## src/rtl/cpu_types_pkg.sv

```systemverilog
// Shared CPU datapath types: word and register-index widths plus the EX/MEM
// memory-handshake state encoding.
package cpu_types_pkg;
  localparam int WORD_W     = 32;
  localparam int REG_ADDR_W = 5;

  typedef logic [WORD_W-1:0]     word_t;
  typedef logic [REG_ADDR_W-1:0] regbits_t;

  typedef enum logic [1:0] {
    IDLE   = 2'd0,
    ACCESS = 2'd1,
    DONE   = 2'd2
  } exmem_state_t;
endpackage

```

## src/rtl/iexec_mem_if.sv

```systemverilog
// Port bundle between the EX/MEM latch (em_if) and its environment (tb).
interface iexec_mem_if;
  import cpu_types_pkg::*;

  logic     ihit, dhit, stall, flush;
  word_t    instr_in, pcplusfour_in, alu_out_in, rdat2_in;
  regbits_t wsel_in;
  logic     RegWr_in, MemtoReg_in, dREN_in, dWEN_in, jal_s_in, halt_in;
  word_t    dmemload;

  word_t    instr_out, pcplusfour_out, alu_out_out, rdat2_out;
  regbits_t wsel_out;
  logic     RegWr_out, MemtoReg_out, jal_s_out, halt_out;
  logic     dREN_out, dWEN_out;
  word_t    dmemaddr, dmemstore, dmemload_out;
  logic     mem_busy;
  logic [31:0] stall_cycles;

  modport em_if (
    input  ihit, dhit, stall, flush,
    input  instr_in, pcplusfour_in, alu_out_in, rdat2_in, wsel_in,
    input  RegWr_in, MemtoReg_in, dREN_in, dWEN_in, jal_s_in, halt_in,
    input  dmemload,
    output instr_out, pcplusfour_out, alu_out_out, rdat2_out, wsel_out,
    output RegWr_out, MemtoReg_out, jal_s_out, halt_out,
    output dREN_out, dWEN_out, dmemaddr, dmemstore, dmemload_out,
    output mem_busy, stall_cycles
  );

  modport tb (
    output ihit, dhit, stall, flush,
    output instr_in, pcplusfour_in, alu_out_in, rdat2_in, wsel_in,
    output RegWr_in, MemtoReg_in, dREN_in, dWEN_in, jal_s_in, halt_in,
    output dmemload,
    input  instr_out, pcplusfour_out, alu_out_out, rdat2_out, wsel_out,
    input  RegWr_out, MemtoReg_out, jal_s_out, halt_out,
    input  dREN_out, dWEN_out, dmemaddr, dmemstore, dmemload_out,
    input  mem_busy, stall_cycles
  );
endinterface

```

## src/rtl/iexec_mem.sv

```systemverilog
// EX/MEM pipeline latch owning the data-cache handshake.
// Optional ACCESS-cycle counter on stall_cycles when IEXMEM_STALLCNT_EN is defined.
module iexec_mem
  import cpu_types_pkg::*;
(
  input logic        CLK,
  input logic        RST,
  iexec_mem_if.em_if emif
);

  exmem_state_t state, next_state;
  logic         adv;
  logic         mem_req;

  word_t    instr_p0, pc4_p0, alu_p0, rdat2_p0, load_p0;
  regbits_t wsel_p0;
  logic     regwr_p0, memtoreg_p0, jal_p0, halt_p0, dren_p0, dwen_p0;

  assign adv     = emif.ihit & ~emif.stall & (state != ACCESS);
  assign mem_req = ~emif.flush & (emif.dREN_in | emif.dWEN_in);

  always_comb begin
    next_state = state;
    case (state)
      ACCESS:  if (emif.dhit) next_state = DONE;
      default: if (adv) next_state = mem_req ? ACCESS : IDLE;
    endcase
  end

  always_ff @(posedge CLK) begin
    if (RST) begin
      state       <= IDLE;
      instr_p0    <= '0;
      pc4_p0      <= '0;
      alu_p0      <= '0;
      rdat2_p0    <= '0;
      wsel_p0     <= '0;
      regwr_p0    <= 1'b0;
      memtoreg_p0 <= 1'b0;
      jal_p0      <= 1'b0;
      halt_p0     <= 1'b0;
      dren_p0     <= 1'b0;
      dwen_p0     <= 1'b0;
      load_p0     <= '0;
    end else begin
      state <= next_state;
      if (adv) begin
        if (emif.flush) begin
          instr_p0    <= '0;
          pc4_p0      <= '0;
          alu_p0      <= '0;
          rdat2_p0    <= '0;
          wsel_p0     <= '0;
          regwr_p0    <= 1'b0;
          memtoreg_p0 <= 1'b0;
          jal_p0      <= 1'b0;
          halt_p0     <= 1'b0;
          dren_p0     <= 1'b0;
          dwen_p0     <= 1'b0;
        end else begin
          instr_p0    <= emif.instr_in;
          pc4_p0      <= emif.pcplusfour_in;
          alu_p0      <= emif.alu_out_in;
          rdat2_p0    <= emif.rdat2_in;
          wsel_p0     <= emif.wsel_in;
          regwr_p0    <= emif.RegWr_in;
          memtoreg_p0 <= emif.MemtoReg_in;
          jal_p0      <= emif.jal_s_in;
          halt_p0     <= emif.halt_in;
          // a write wins when both request bits are set
          dren_p0     <= emif.dREN_in & ~emif.dWEN_in;
          dwen_p0     <= emif.dWEN_in;
        end
      end
      if (state == ACCESS && emif.dhit && dren_p0)
        load_p0 <= emif.dmemload;
    end
  end

  assign emif.instr_out      = instr_p0;
  assign emif.pcplusfour_out = pc4_p0;
  assign emif.alu_out_out    = alu_p0;
  assign emif.rdat2_out      = rdat2_p0;
  assign emif.wsel_out       = wsel_p0;
  assign emif.RegWr_out      = regwr_p0;
  assign emif.MemtoReg_out   = memtoreg_p0;
  assign emif.jal_s_out      = jal_p0;
  assign emif.halt_out       = halt_p0;
  assign emif.dREN_out       = (state == ACCESS) & dren_p0;
  assign emif.dWEN_out       = (state == ACCESS) & dwen_p0;
  assign emif.dmemaddr       = alu_p0;
  assign emif.dmemstore      = rdat2_p0;
  assign emif.dmemload_out   = load_p0;
  assign emif.mem_busy       = (state == ACCESS);

`ifdef IEXMEM_STALLCNT_EN
  logic [31:0] stall_cnt_p0;

  function automatic logic [31:0] sat_inc(input logic [31:0] v);
    return (v == 32'hFFFF_FFFF) ? v : v + 32'd1;
  endfunction

  always_ff @(posedge CLK) begin
    if (RST)                  stall_cnt_p0 <= '0;
    else if (state == ACCESS) stall_cnt_p0 <= sat_inc(stall_cnt_p0);
  end

  assign emif.stall_cycles = stall_cnt_p0;
`else
  assign emif.stall_cycles = '0;
`endif

endmodule

```

## src/flat_wrapper.sv

```systemverilog
// flat-port wrapper written by rule: the top's interface ports become plain ports
module iexec_mem_flat import cpu_types_pkg::*;
  (CLK, RST, emif_ihit, emif_dhit, emif_stall, emif_flush, emif_instr_in, emif_pcplusfour_in, emif_alu_out_in, emif_rdat2_in, emif_wsel_in, emif_RegWr_in, emif_MemtoReg_in, emif_dREN_in, emif_dWEN_in, emif_jal_s_in, emif_halt_in, emif_dmemload, emif_instr_out, emif_pcplusfour_out, emif_alu_out_out, emif_rdat2_out, emif_wsel_out, emif_RegWr_out, emif_MemtoReg_out, emif_jal_s_out, emif_halt_out, emif_dREN_out, emif_dWEN_out, emif_dmemaddr, emif_dmemstore, emif_dmemload_out, emif_mem_busy, emif_stall_cycles);
  iexec_mem_if emif_i ();
  input logic CLK;
  input logic RST;
  input wire logic [$bits(emif_i.ihit)-1:0] emif_ihit;
  input wire logic [$bits(emif_i.dhit)-1:0] emif_dhit;
  input wire logic [$bits(emif_i.stall)-1:0] emif_stall;
  input wire logic [$bits(emif_i.flush)-1:0] emif_flush;
  input wire logic [$bits(emif_i.instr_in)-1:0] emif_instr_in;
  input wire logic [$bits(emif_i.pcplusfour_in)-1:0] emif_pcplusfour_in;
  input wire logic [$bits(emif_i.alu_out_in)-1:0] emif_alu_out_in;
  input wire logic [$bits(emif_i.rdat2_in)-1:0] emif_rdat2_in;
  input wire logic [$bits(emif_i.wsel_in)-1:0] emif_wsel_in;
  input wire logic [$bits(emif_i.RegWr_in)-1:0] emif_RegWr_in;
  input wire logic [$bits(emif_i.MemtoReg_in)-1:0] emif_MemtoReg_in;
  input wire logic [$bits(emif_i.dREN_in)-1:0] emif_dREN_in;
  input wire logic [$bits(emif_i.dWEN_in)-1:0] emif_dWEN_in;
  input wire logic [$bits(emif_i.jal_s_in)-1:0] emif_jal_s_in;
  input wire logic [$bits(emif_i.halt_in)-1:0] emif_halt_in;
  input wire logic [$bits(emif_i.dmemload)-1:0] emif_dmemload;
  output wire logic [$bits(emif_i.instr_out)-1:0] emif_instr_out;
  output wire logic [$bits(emif_i.pcplusfour_out)-1:0] emif_pcplusfour_out;
  output wire logic [$bits(emif_i.alu_out_out)-1:0] emif_alu_out_out;
  output wire logic [$bits(emif_i.rdat2_out)-1:0] emif_rdat2_out;
  output wire logic [$bits(emif_i.wsel_out)-1:0] emif_wsel_out;
  output wire logic [$bits(emif_i.RegWr_out)-1:0] emif_RegWr_out;
  output wire logic [$bits(emif_i.MemtoReg_out)-1:0] emif_MemtoReg_out;
  output wire logic [$bits(emif_i.jal_s_out)-1:0] emif_jal_s_out;
  output wire logic [$bits(emif_i.halt_out)-1:0] emif_halt_out;
  output wire logic [$bits(emif_i.dREN_out)-1:0] emif_dREN_out;
  output wire logic [$bits(emif_i.dWEN_out)-1:0] emif_dWEN_out;
  output wire logic [$bits(emif_i.dmemaddr)-1:0] emif_dmemaddr;
  output wire logic [$bits(emif_i.dmemstore)-1:0] emif_dmemstore;
  output wire logic [$bits(emif_i.dmemload_out)-1:0] emif_dmemload_out;
  output wire logic [$bits(emif_i.mem_busy)-1:0] emif_mem_busy;
  output wire logic [$bits(emif_i.stall_cycles)-1:0] emif_stall_cycles;
  assign emif_i.ihit = emif_ihit;
  assign emif_i.dhit = emif_dhit;
  assign emif_i.stall = emif_stall;
  assign emif_i.flush = emif_flush;
  assign emif_i.instr_in = emif_instr_in;
  assign emif_i.pcplusfour_in = emif_pcplusfour_in;
  assign emif_i.alu_out_in = emif_alu_out_in;
  assign emif_i.rdat2_in = emif_rdat2_in;
  assign emif_i.wsel_in = emif_wsel_in;
  assign emif_i.RegWr_in = emif_RegWr_in;
  assign emif_i.MemtoReg_in = emif_MemtoReg_in;
  assign emif_i.dREN_in = emif_dREN_in;
  assign emif_i.dWEN_in = emif_dWEN_in;
  assign emif_i.jal_s_in = emif_jal_s_in;
  assign emif_i.halt_in = emif_halt_in;
  assign emif_i.dmemload = emif_dmemload;
  assign emif_instr_out = emif_i.instr_out;
  assign emif_pcplusfour_out = emif_i.pcplusfour_out;
  assign emif_alu_out_out = emif_i.alu_out_out;
  assign emif_rdat2_out = emif_i.rdat2_out;
  assign emif_wsel_out = emif_i.wsel_out;
  assign emif_RegWr_out = emif_i.RegWr_out;
  assign emif_MemtoReg_out = emif_i.MemtoReg_out;
  assign emif_jal_s_out = emif_i.jal_s_out;
  assign emif_halt_out = emif_i.halt_out;
  assign emif_dREN_out = emif_i.dREN_out;
  assign emif_dWEN_out = emif_i.dWEN_out;
  assign emif_dmemaddr = emif_i.dmemaddr;
  assign emif_dmemstore = emif_i.dmemstore;
  assign emif_dmemload_out = emif_i.dmemload_out;
  assign emif_mem_busy = emif_i.mem_busy;
  assign emif_stall_cycles = emif_i.stall_cycles;
  iexec_mem u_core (.CLK(CLK), .RST(RST), .emif(emif_i));
endmodule
```

## config.mk

```make
export PLATFORM = sky130hd
export DESIGN_NAME = iexec_mem_flat
export DESIGN_NICKNAME = d
export VERILOG_FILES = /design/src/rtl/cpu_types_pkg.sv /design/src/rtl/iexec_mem_if.sv /design/src/rtl/iexec_mem.sv /design/src/flat_wrapper.sv
export SDC_FILE = /design/constraint.sdc
export NUM_CORES = 1
export LEC_CHECK = 0
export ABC_AREA = 1
export CAP_MARGIN = 20
export CORE_AREA = 3 3 173 175
export DETAILED_ROUTE_END_ITERATION = 7
export DIE_AREA = 0 0 176 178
export GPL_ROUTABILITY_DRIVEN = 1
export SKIP_LAST_GASP = 1
export SYNTH_ARGS = -nofsm -noshare
export SYNTH_HDL_FRONTEND = slang
export SYNTH_SLANG_ARGS = --single-unit
```

## constraint.sdc

```tcl
create_clock -name CLK -period 1.2 [get_ports CLK]
set_input_delay 0.3 -clock CLK [delete_from_list [all_inputs] [get_ports CLK]]
set_output_delay 0.3 -clock CLK [all_outputs]
set_load 0.03 [all_outputs]
```

# --- After elaboration in Yosys (flattened, before gate mapping) ---
# Index checks and enable logic that the tools add are counted.
classes:
  muxes: 15
  n_eq_ne: 3
  bitwise: 10
  n_reduce_logical: 4
op_table:
  columns: ["operator", "n"]
  rows:
  - ["32-bit two-way mux", 4]
  - ["1-bit two-way mux", 7]
  - ["1-bit AND", 6]
  - ["2-bit two-way mux", 3]
  - ["5-bit two-way mux", 1]
  - ["1-bit NOT", 3]
  - ["2-bit by 1-bit equality test with 1-bit output (second input constant)", 1]
  - ["1-bit logical AND", 2]
  - ["2-bit by 1-bit inequality test with 1-bit output (second input constant)", 1]
  - ["2-bit inequality test (second input constant)", 1]
  - ["2-bit AND reduction", 1]
  - ["2-bit nonzero test", 1]
  - ["1-bit OR", 1]
word_totals:
  word_cells: 45
  output_inout_bits: 268
  ff_bits: 173

# --- Depth between registers and ports, before layout ---
# Gate-level depths: netlist of run 1.
depth:
  word_depth: 5
  ltp_mapped: 7

# --- Least setup slack after synthesis of run 1 ---
# OpenSTA, ideal clock, no wires.
synth_path:
  kind: "reg-to-output"
  startpoint: "reg u_core.state[0]"
  endpoint: "out emif_dREN_out"
  path_buffers: 2
  t_required_ps: 900
  path_slack_ps: -285
  path_stages_with_launch: 5
  arrival_time_ps: 1185
  cell_sequence: "dfxtp_1 -> nand2_2 -> buf_2 -> buf_2 -> nor2_1"
synth_between:
  elab_chain_len: 2
synth_rtl:
  columns: ["item", "line", "text"]
  rows:
  - ["start: declaration", "iexec_mem.sv:11", "exmem_state_t state, next_state;"]
  - ["start signal: assignment", "iexec_mem.sv:46", "state <= next_state;"]
  - ["2-bit by 1-bit equality test with 1-bit output", "iexec_mem.sv:89", "assign emif.dREN_out = (state == ACCESS) & dren_p0;"]
  - ["1-bit AND", "iexec_mem.sv:89", null]
  - ["end: declaration", "flat_wrapper.sv:32", "output wire logic [$bits(emif_i.dREN_out)-1:0] emif_dREN_out;"]
# No other way between the ends.

# --- Worst setup path in the final report of run 1 ---
# Same ends and word-level chain as after synthesis.

==> impl_results.md, run 1 <==
* Drt total wl at 32.54 mm
* CTS clk-pin slew, worst paths at 80 ps
* Core area at 0.02863 sq mm
* Synth top area share at 48.28%
* Row Count at 62
* Final Max Slew Viols at 0
* Average vias per placed instance at 4.693
* Dpl hpwl at 19.58 mm
* Setup tns final at -32520 ps
* Hold Slack at 130.6 ps
* Commonest cells after routing, fill and taps aside: buf_4, clkdlybuf4s50_1, nand4_1
* Worst-Skew Late Latency at 430 ps
* Delay-heaviest family, CP: flip-flops
* R2R cell count at 6
* Area contributors post-synth: dfxtp_1, nand4_1, buf_4
* CTS Buf Count at 17
* Outcome: finished with violations
* YS warnings at 0
* Syn Area/Cell at 8.006 sq um
* VDD IR max at 822.8 uV
* Worst-path maximum fanout at 5
* Pwr/cell area at 1090 mW/mm^2
* H-tree depth at 4
* Buffers on Ports at 412
* CTS root buf: clkbuf_16
* Die area at 0.03133 sq mm
* Req. time, crit path at 900 ps
* DRC Markers at 0
* Final setup vio count at 405
* Layout area overhead at 86.15%
* CP endpoint kind: output port
* # clock sinks at 173
* Yosys reg bits at 173
* Final hold violations at 0
* Initial antenna violation count at 0
* Final setup margin at -321.3 ps
* Crit path from: u_core.state[0]
* CTS Hold Buffers Added at 0
* R2R Path Start: u_core.state[0]
* Post-route ant nets at 0
* Setup crit end: emif_dREN_out
* RSZ-0062 raised after global routing: true
* Ports at 445
* First-pass GRT wire length at 43.27 mm
* Final Cycle Share at 126.8%
* Fmax at 0.6573 GHz
* Leakage at 5.510 nW
* Vias in the first global route at 7293
* Final worst path period need at 1521 ps
* R2R setup slack at -200 ps
* Setup Skew at 14.17 ps
* Sequential share of the synthesized area at 48.28%
* Commonest non-fill, non-tap cell in the layout: buf_4
* Die Ht at 178 um
* CTS tree: built
* Max incr delay on CP at 390 ps
* Pin count of the biggest net entering global routing at 55
* Synth Instances at 896
* Gp weighted congestion at 0.7411
* R2r endpoint: u_core.emif.dmemstore[6]
* Initial Utilization at 25.06%
* Layout cells sized above 1 at 36.79%
* Sequential Area at 0.003573 sq mm
* Max Cap Viol at 0
* Critical path depth in cells at 4
* WP data arrival at 1220 ps
* Synthesized area at 0.007173 sq mm
* Synth area leader: dfxtp_1
* WL per Instance at 19.21 um
* Worst path slowest cell: dfxtp_4
* Type of origin of the critical path: flop
* Kind of critical path: reg2out
* Post-synthesis cell type count at 17
* Grt total ovfl at 0
* Final net count at 1474
* Drt first pass iters at 5
* Hold Crit Class: in2reg
* Diode count at 0
* Multi-input gate area at 0.002898 sq mm
* Failing checks: setup timing
* Crit path buffers/inverters at 2
* CTS max path bufs at 2
* DR vias at 7950
* GR Util All Layers at 17.78%
* Fillers at 2683
* Horiz. Die Dim at 176 um
* Cell Chain, Critical Path: nand2_4 -> buf_12 -> nor2_4 -> buf_6
* Initial drt markers at 398
## worst min-delay path by stage
stage | depth (start not counted) | start | to | slack (ps)
floorplan | 2 | emif_dmemload[0] | u_core.emif.dmemload_out[0] | 430
CTS | 2 | RST | u_core.emif.instr_out[8] | 110
global route | 2 | RST | u_core.emif.instr_out[5] | 120
finish | 2 | RST | u_core.emif.instr_out[8] | 130
global placement | 2 | u_core.emif.pcplusfour_out[15] | u_core.emif.pcplusfour_out[15] | 450
detailed placement | 2 | u_core.emif.pcplusfour_out[8] | u_core.emif.pcplusfour_out[8] | 450
## state kept, by name (all words and copies together) (netlist names), 2 cells and up
signal / flops
u_core.emif.wsel_out: 5
u_core.emif.dmemload_out: 32
u_core.emif.pcplusfour_out: 32
u_core.emif.instr_out: 32
u_core.state: 2
u_core.emif.alu_out_out: 32
u_core.emif.dmemstore: 32
## cell usage after synthesis, drive strengths merged
| cell | n |
|---|---|
| nor2 | 72 |
| o21ai | 33 |
| buf | 145 |
| nand4 | 138 |
| inv | 11 |
| dfxtp | 173 |
| a21oi | 141 |
| clkbuf | 36 |
| conb | 1 |
| nand3 | 2 |
| nand2 | 144 |
## power by group
part | switching, mW | internal [mW]
Clock | 2.71 | 2.87
Sequential | 0.129 | 5.86
Combinational | 1.49 | 1.50
## routing by layer
metal	track usage [%]	vias to the layer above	wire length [um]
li1	-	3794	-
met3	4.491	27	2514
met2	31.92	358	16380
met5	0	-	0
met4	4.520	0	493
met1	21.21	3771	13160
## through the flow
stage / instance area, sq um / util (%) / worst slack, ps / std cells / total power, mW
after floorplan: 7323 / - / -6.627 / 927 / 7.353
after global placement: 10990 / 38.41 / -539.2 / 1603 / 8.500
after detailed placement: 10990 / 38.41 / -574.6 / 1603 / 8.508
after CTS: 12790 / 44.68 / -345.6 / 1676 / 14.50
after global routing: 13350 / 46.65 / -392.3 / 1694 / 15.15
final: 13350 / 46.65 / -321.3 / 1694 / 14.55
## cells by family (layout without fill, tap and decap cells)
| group | after synthesis | count (layout) | share of synthesized area (%) |
|---|---|---|---|
| buf+inv | 192 | 575 | 15.91 |
| flops | 173 | 173 | 48.28 |
| simple gates | 356 | 356 | 23.62 |
| other cells | 1 | 32 | 0.05228 |
| compound gates | 174 | 174 | 12.14 |
## cell type report
| class | count | area share [%] |
|---|---|---|
| repair buffers | 529 | 42.69 |
| flip-flops and latches | 173 | 26.76 |
| multi-input cells | 562 | 21.70 |
| well taps | 384 | 3.598 |
| clock buffers | 19 | 3.392 |
| clock inverters | 13 | 0.8995 |
| inverters | 11 | 0.5247 |
| repair inverters | 3 | 0.4310 |
## timing repair
action,4_1_cts,5_1_grt
pin swaps,15,5
gates resized for setup,199,63
endpoints found under the setup margin,406,408
buffers inserted,28,5
cloned,13,17
(Power assumes the default switching activity.)
==> run 2: changes to the inputs <==
==> constraint.sdc (replaced) <==
create_clock -name CLK -period 1.2 [get_ports CLK]
set_input_delay 0.3 -clock CLK [delete_from_list [all_inputs] [get_ports CLK]]
set_output_delay 0.3 -clock CLK [all_outputs]
set_load 0.005 [all_outputs]
==> run 2 against run 1 <==
Sequential share of layout area grew 2.4 points. Sequential cell count is the same. Largest cell class unchanged. Register-to-register slack gained 30 ps. Combinational power shrank 28%. Via count shrank 1.2%. The run still ends with setup timing left. Clock power is essentially flat.
==> impl_results.md, run 2 (synthesis results as in run 1) <==
* Post-route ant nets at 0 (unchanged)
* Row Count at 62 (unchanged)
* R2R setup slack at -170 ps (+30 ps)
* Die area at 0.03133 sq mm (unchanged)
* Final worst path period need at 1384 ps (-137.8 ps)
* Type of origin of the critical path: flop
* Layout area overhead at 75.77%
* Setup Skew at 12.50 ps (-1.669 ps)
* Req. time, crit path at 900 ps (about the same)
* Final Cycle Share at 115.3% (-11 points)
* CTS max path bufs at 2 (unchanged)
* Multi-input gate area at 0.002786 sq mm (-3.8%)
* WP data arrival at 1080 ps (-140 ps)
* First-pass GRT wire length at 42.62 mm (-1.5%)
* Pwr/cell area at 1089 mW/mm^2 (about the same)
* Setup WS pre-CTS at -606.9 ps (-32.22 ps)
* Hold depth at 3 (+1)
* Global routing met1 resource utilization at 20.49% (-0.72 points)
* CP endpoint kind: output port
* Final setup margin at -183.6 ps (+137.8 ps)
* Final hold violations at 0 (unchanged)
* Failing checks: setup timing
* # clock sinks at 173 (unchanged)
* CTS Buf Count at 17 (unchanged)
* Buffers on Ports at 412 (unchanged)
* Core area at 0.02863 sq mm (unchanged)
* CTS root buf: clkbuf_16
* GRT met2 Usage at 29.58% (-2.3 points)
* Horiz. Die Dim at 176 um (unchanged)
* Final Max Slew Viols at 0 (unchanged)
* R2r endpoint: u_core.emif.instr_out[5]
* Worst-Skew Late Latency at 420 ps (about the same)
* R2R Path Start: u_core.state[1]
* HP Start: RST
* Die Ht at 178 um (unchanged)
* Dpl hpwl at 19.29 mm (-1.5%)
* GRT busiest layer: met2
* Fmax at 0.7228 GHz (+10%)
* Final setup vio count at 209 (-48%)
* Drt first pass iters at 4 (-1)
* Fillers at 2868 (+6.9%)
* Sequential Area at 0.003675 sq mm (+2.8%)
* DRC Markers at 0 (unchanged)
* CTS Hold Buffers Added at 0 (unchanged)
* Initial drt markers at 337 (-15%)
* WL per Instance at 17.25 um (-10%)
* Layout cells sized above 1 at 44.63% (+7.8 points)
* Outcome: finished with violations
* DR vias at 7851 (-1.2%)
* Ports at 445 (unchanged)
* Average vias per placed instance at 4.578 (-2.5%)
* Initial Utilization at 25.06% (unchanged)
* Grt total ovfl at 0 (unchanged)
* Kind of critical path: reg2out
* Drt total wl at 29.58 mm (-9.1%)
* Met3 global-route usage at 5.279% (+0.79 points)
* Pin count of the biggest net entering global routing at 56 (+1.8%)
* Leakage at 5.496 nW (-0.26%)
* WHS Endpoint: u_core.emif.pcplusfour_out[8]
* Worst-path maximum fanout at 4 (-1)
* RSZ-0062 raised after global routing: true
* Commonest non-fill, non-tap cell in the layout: buf_2
* Diode count at 0 (unchanged)
* Final net count at 1495 (+1.4%)
* Commonest cells after routing, fill and taps aside: buf_2, clkdlybuf4s50_1, dfxtp_2
* H-tree depth at 4 (unchanged)
* VDD IR max at 928.6 uV (+13%)
* R2R cell count at 8 (+2)
* Vias in the first global route at 7505 (+2.9%)
* Gp weighted congestion at 0.7528 (+1.6%)
* Max Cap Viol at 0 (unchanged)
* GR Util All Layers at 17.08% (-0.70 points)
* CTS clk-pin slew, worst paths at 70 ps (about the same)
* Final Total Pwr at 13.73 mW (-5.7%)
* CTS tree: built
* Initial antenna violation count at 0 (unchanged)
* Hold Crit Class: in2reg
run 2: cell types whose count changed in the layout (fill, tap and decap cells not counted), sizes merged:
cell           delta
clkinvlp          +2
bufbuf            -4
inv               -1
dlymetal6s2s      -1
clkbuf            -3
clkinv            -3
clkdlybuf4s50     +1
buf              +30
run 2: worst max path at each step:
stage          cells after the start       startpoint                    endpoint  slack [ps]
2_1_floorplan                      5  u_core.state[1]               emif_dREN_out          20
3_3_place_gp                       7        emif_ihit  u_core.emif.alu_out_out[6]        -570
3_5_place_dp                       7        emif_ihit   u_core.emif.instr_out[17]        -610
4_1_cts                            3  u_core.state[1]               emif_mem_busy        -220
5_1_grt                            8  u_core.state[1]    u_core.emif.instr_out[5]        -280
6_report                           4  u_core.state[1]               emif_dREN_out        -180
run 2: per-stage QoR:
step / cell area, sq um / hold WS, ps / utilization, % / cells / setup TNS [ps]
floorplan: 7289 / 434.9 / - / 927 / 0
global placement: 11570 / 449.1 / 40.43 / 1602 / -88050
detailed placement: 11570 / 452.8 / 40.43 / 1602 / -90330
CTS: 12240 / 262.6 / 42.76 / 1701 / -23810
global route: 12610 / 266.5 / 44.05 / 1715 / -42690
finish: 12610 / 288.1 / 44.05 / 1715 / -22090
run 2: area by class of cell:
type | instances | area share [%]
multi-input combinational | 562 | 22.10
timing repair buffer | 553 | 39.92
inverter | 11 | 0.3672
tap | 384 | 3.811
clock inverter | 14 | 1.171
clock buffer | 18 | 3.483
sequential | 173 | 29.15
run 2: worst max-delay path: stages, from the launching register on:
cell	delay, ps
dfxtp_2	330
inv_2	70
nand2_4	70
nor2_1	80
buf_2	130
run 2: report_power, final:
part	leakage (nW)	internal (mW)	switching (mW)
combinational	3.73	1.25	0.907
sequential	1.48	5.90	0.0912
clock	0.283	2.85	2.74
total	5.50	10.0	3.74
run 2: repair_timing:
action	4_1_cts	5_1_grt
cloned	3	10
setup buffers	64	4
pin swaps	2	2
endpoints found under the hold margin	0	0
resized for setup	1198	32
endpoints found under the setup margin	408	369
run 2: routing by layer:
| metal | share of wire (%) | routed length [um] |
|---|---|---|
| met5 | 0 | 0 |
| met1 | 41 | 12000 |
| met4 | 1.9 | 561 |
| met2 | 50 | 14680 |
| met3 | 7.9 | 2335 |
==> run 3: changes to the inputs <==
--- a/config.mk
+++ b/config.mk
@@ -7,9 +7,9 @@
 export LEC_CHECK = 0
 export ABC_AREA = 1
 export CAP_MARGIN = 20
-export CORE_AREA = 3 3 173 175
+export CORE_AREA = 3 3 170 172
 export DETAILED_ROUTE_END_ITERATION = 7
-export DIE_AREA = 0 0 176 178
+export DIE_AREA = 0 0 173 175
 export GPL_ROUTABILITY_DRIVEN = 1
 export SKIP_LAST_GASP = 1
 export SYNTH_ARGS = -nofsm -noshare
==> constraint.sdc (replaced) <==
create_clock -name CLK -period 1.73 [get_ports CLK]
set_input_delay 0.4325 -clock CLK [delete_from_list [all_inputs] [get_ports CLK]]
set_output_delay 0.4325 -clock CLK [all_outputs]
set_load 0.005 [all_outputs]
==> run 3 against run 2 <==
The run now ends clean. Final cell count fell by 5.0%. Clock power fell by 29%. Hold slack improved by 170 ps. First-iteration DRC count rose by 39%. Sequential share of layout area fell by 0.099 points.
==> impl_results.md, run 3 (synthesis results as in run 1) <==
* Drt total wl at 27.73 mm (-6.3%)
* Average vias per placed instance at 4.604 (+0.56%)
* CTS clk-pin slew, worst paths at 70 ps (about the same)
* DR vias at 7504 (-4.4%)
* Ports at 445 (unchanged)
* Worst-path maximum fanout at 3 (-1)
* CTS max path bufs at 2 (unchanged)
* Die Ht at 175 um (-1.7%)
* Setup Skew at 13.82 ps (+1.328 ps)
* Gp weighted congestion at 0.8019 (+6.5%)
* CTS root buf: clkbuf_16
* Row Count at 61 (-1.6%)
* Final Cycle Share at 98.00%
* Type of origin of the critical path: flop
* Cell Chain, Critical Path: clkdlybuf4s50_1
* Core area at 0.02763 sq mm (-3.5%)
* Max Cap Viol at 0 (unchanged)
* Layout cells sized above 1 at 14.22% (-30 points)
* Post-route ant nets at 0 (unchanged)
* Hold Crit Class: reg2reg
* Final worst path period need at 1695 ps
* DRC Markers at 0 (unchanged)
* WL per Instance at 17.01 um (-1.4%)
* CTS Hold Buffers Added at 0 (unchanged)
* Delay-heaviest family, CP: buffers and inverters
* Commonest cells after routing, fill and taps aside: clkdlybuf4s50_1, nand2_1, a21oi_1
* Final Core Density at 44.37% (+0.32 points)
* Buffers on Ports at 412 (unchanged)
* Commonest non-fill, non-tap cell in the layout: clkdlybuf4s50_1
* Horiz. Die Dim at 173 um (-1.7%)
* Initial drt markers at 468 (+39%)
* Worst-Margin Slew at 603.8 ps
* Pin count of the biggest net entering global routing at 75 (+34%)
* Final hold violations at 0 (unchanged)
* Layout area overhead at 70.91%
* Grt total ovfl at 0 (unchanged)
* Initial Utilization at 25.96% (+0.90 points)
* Diode count at 0 (unchanged)
* Dpl hpwl at 19.60 mm (+1.6%)
* Outcome: finished clean
* Kind of critical path: reg2out
* CTS tree: built
* Leakage at 6.588 nW (+20%)
* Die area at 0.03028 sq mm (-3.4%)
* Pwr/cell area at 766.6 mW/mm^2 (-30%)
* Setup tns final at 0 ps (+22090 ps)
* WP data arrival at 1260 ps (+180 ps)
* Worst-Skew Late Latency at 430 ps (about the same)
* Final setup vio count at 0 (-100%)
* Fmax at 0.5898 GHz
* CP endpoint kind: output port
* Max incr delay on CP at 500 ps (+170 ps)
* # clock sinks at 173 (unchanged)
* Slew headroom at 59.75%
* Vias in the first global route at 7091 (-5.5%)
* Worst path slowest cell: clkdlybuf4s50_1
* Final Max Slew Viols at 0 (unchanged)
* CTS Buf Count at 17 (unchanged)
* VDD IR max at 728.4 uV (-22%)
* Final net count at 1416 (-5.3%)
* Final Total Pwr at 9.397 mW (-32%)
* First-pass GRT wire length at 41.34 mm (-3.0%)
* H-tree depth at 4 (unchanged)
* GR Util All Layers at 17.01% (-0.064 points)
* Initial antenna violation count at 0 (unchanged)
* Crit path buffers/inverters at 1 (-1)
* Drt first pass iters at 5 (+1)
* Req. time, crit path at 1300 ps (+400 ps)
==> run 3: changes by cell type in the layout (fill, tap and decap cells not counted), moves of 16 or more <==
| cell | previous run | this run |
|---|---|---|
| buf_2 | 185 | 1 |
| buf_4 | 65 | 49 |
| buf_6 | 88 | 0 |
| clkdlybuf4s50_1 | 174 | 211 |
| dfxtp_1 | 14 | 99 |
| dfxtp_2 | 154 | 72 |
| dlygate4sd2_1 | 1 | 97 |
| dlymetal6s2s_1 | 0 | 100 |
==> run 3: per-layer routing <==
metal | share of wire (%) | up-vias | global-route usage (%) | wire, um
met3 | 7.6 | 19 | 5.389 | 2112
li1 | - | 3640 | - | -
met1 | 41 | 3539 | 20.40 | 11470
met2 | 50 | 306 | 29.80 | 13760
met4 | 1.4 | 0 | 3.885 | 383
met5 | 0 | - | 0 | 0
==> run 3: worst paths after layout <==
path	start	end	slack, ps	cells after the start
worst max-delay path	u_core.emif.alu_out_out[24]	emif_alu_out_out[24]	30	1
worst min register to register	u_core.emif.instr_out[10]	u_core.emif.instr_out[10]	460	2
worst min-delay path	u_core.emif.instr_out[10]	u_core.emif.instr_out[10]	460	2
worst max register to register	u_core.state[1]	u_core.emif.instr_out[5]	150	6
==> run 3: repair_timing <==
item / in CTS / in global routing
resized for setup: 164 / 119
setup endpoints to repair: 171 / 121
setup buffers: 12 / 11
==> run 3: final cells by class <==
type,instances,area (sq um)
Fill cell,2781,15370
Timing Repair Buffer,474,4876
Sequential cell,173,3561
Multi-Input combinational cell,562,2700
Tap cell,378,473.0
Clock buffer,17,425.4
Clock inverter,15,180.2
Inverter,11,43.79
==> run 3: where the power goes <==
group	switching (mW)	internal (mW)	leakage, nW	total (mW)
clock	1.91	2.08	0.294	3.99
sequential	0.0623	4.09	1.44	4.15
combinational	0.547	0.713	4.86	1.26
==> run 3: per-stage QoR <==
stage / cell area [sq um] / std cells / setup WS, ps / hold slack (ps)
2_1_floorplan: 7289 / 927 / 417.6 / 444.5
3_3_place_gp: 11270 / 1575 / -126.5 / 450.8
3_5_place_dp: 11270 / 1575 / -176.1 / 455.6
4_1_cts: 11920 / 1619 / -92.59 / 464.1
5_1_grt: 12260 / 1630 / -4.147 / 481.5
6_report: 12260 / 1630 / 34.65 / 462.6
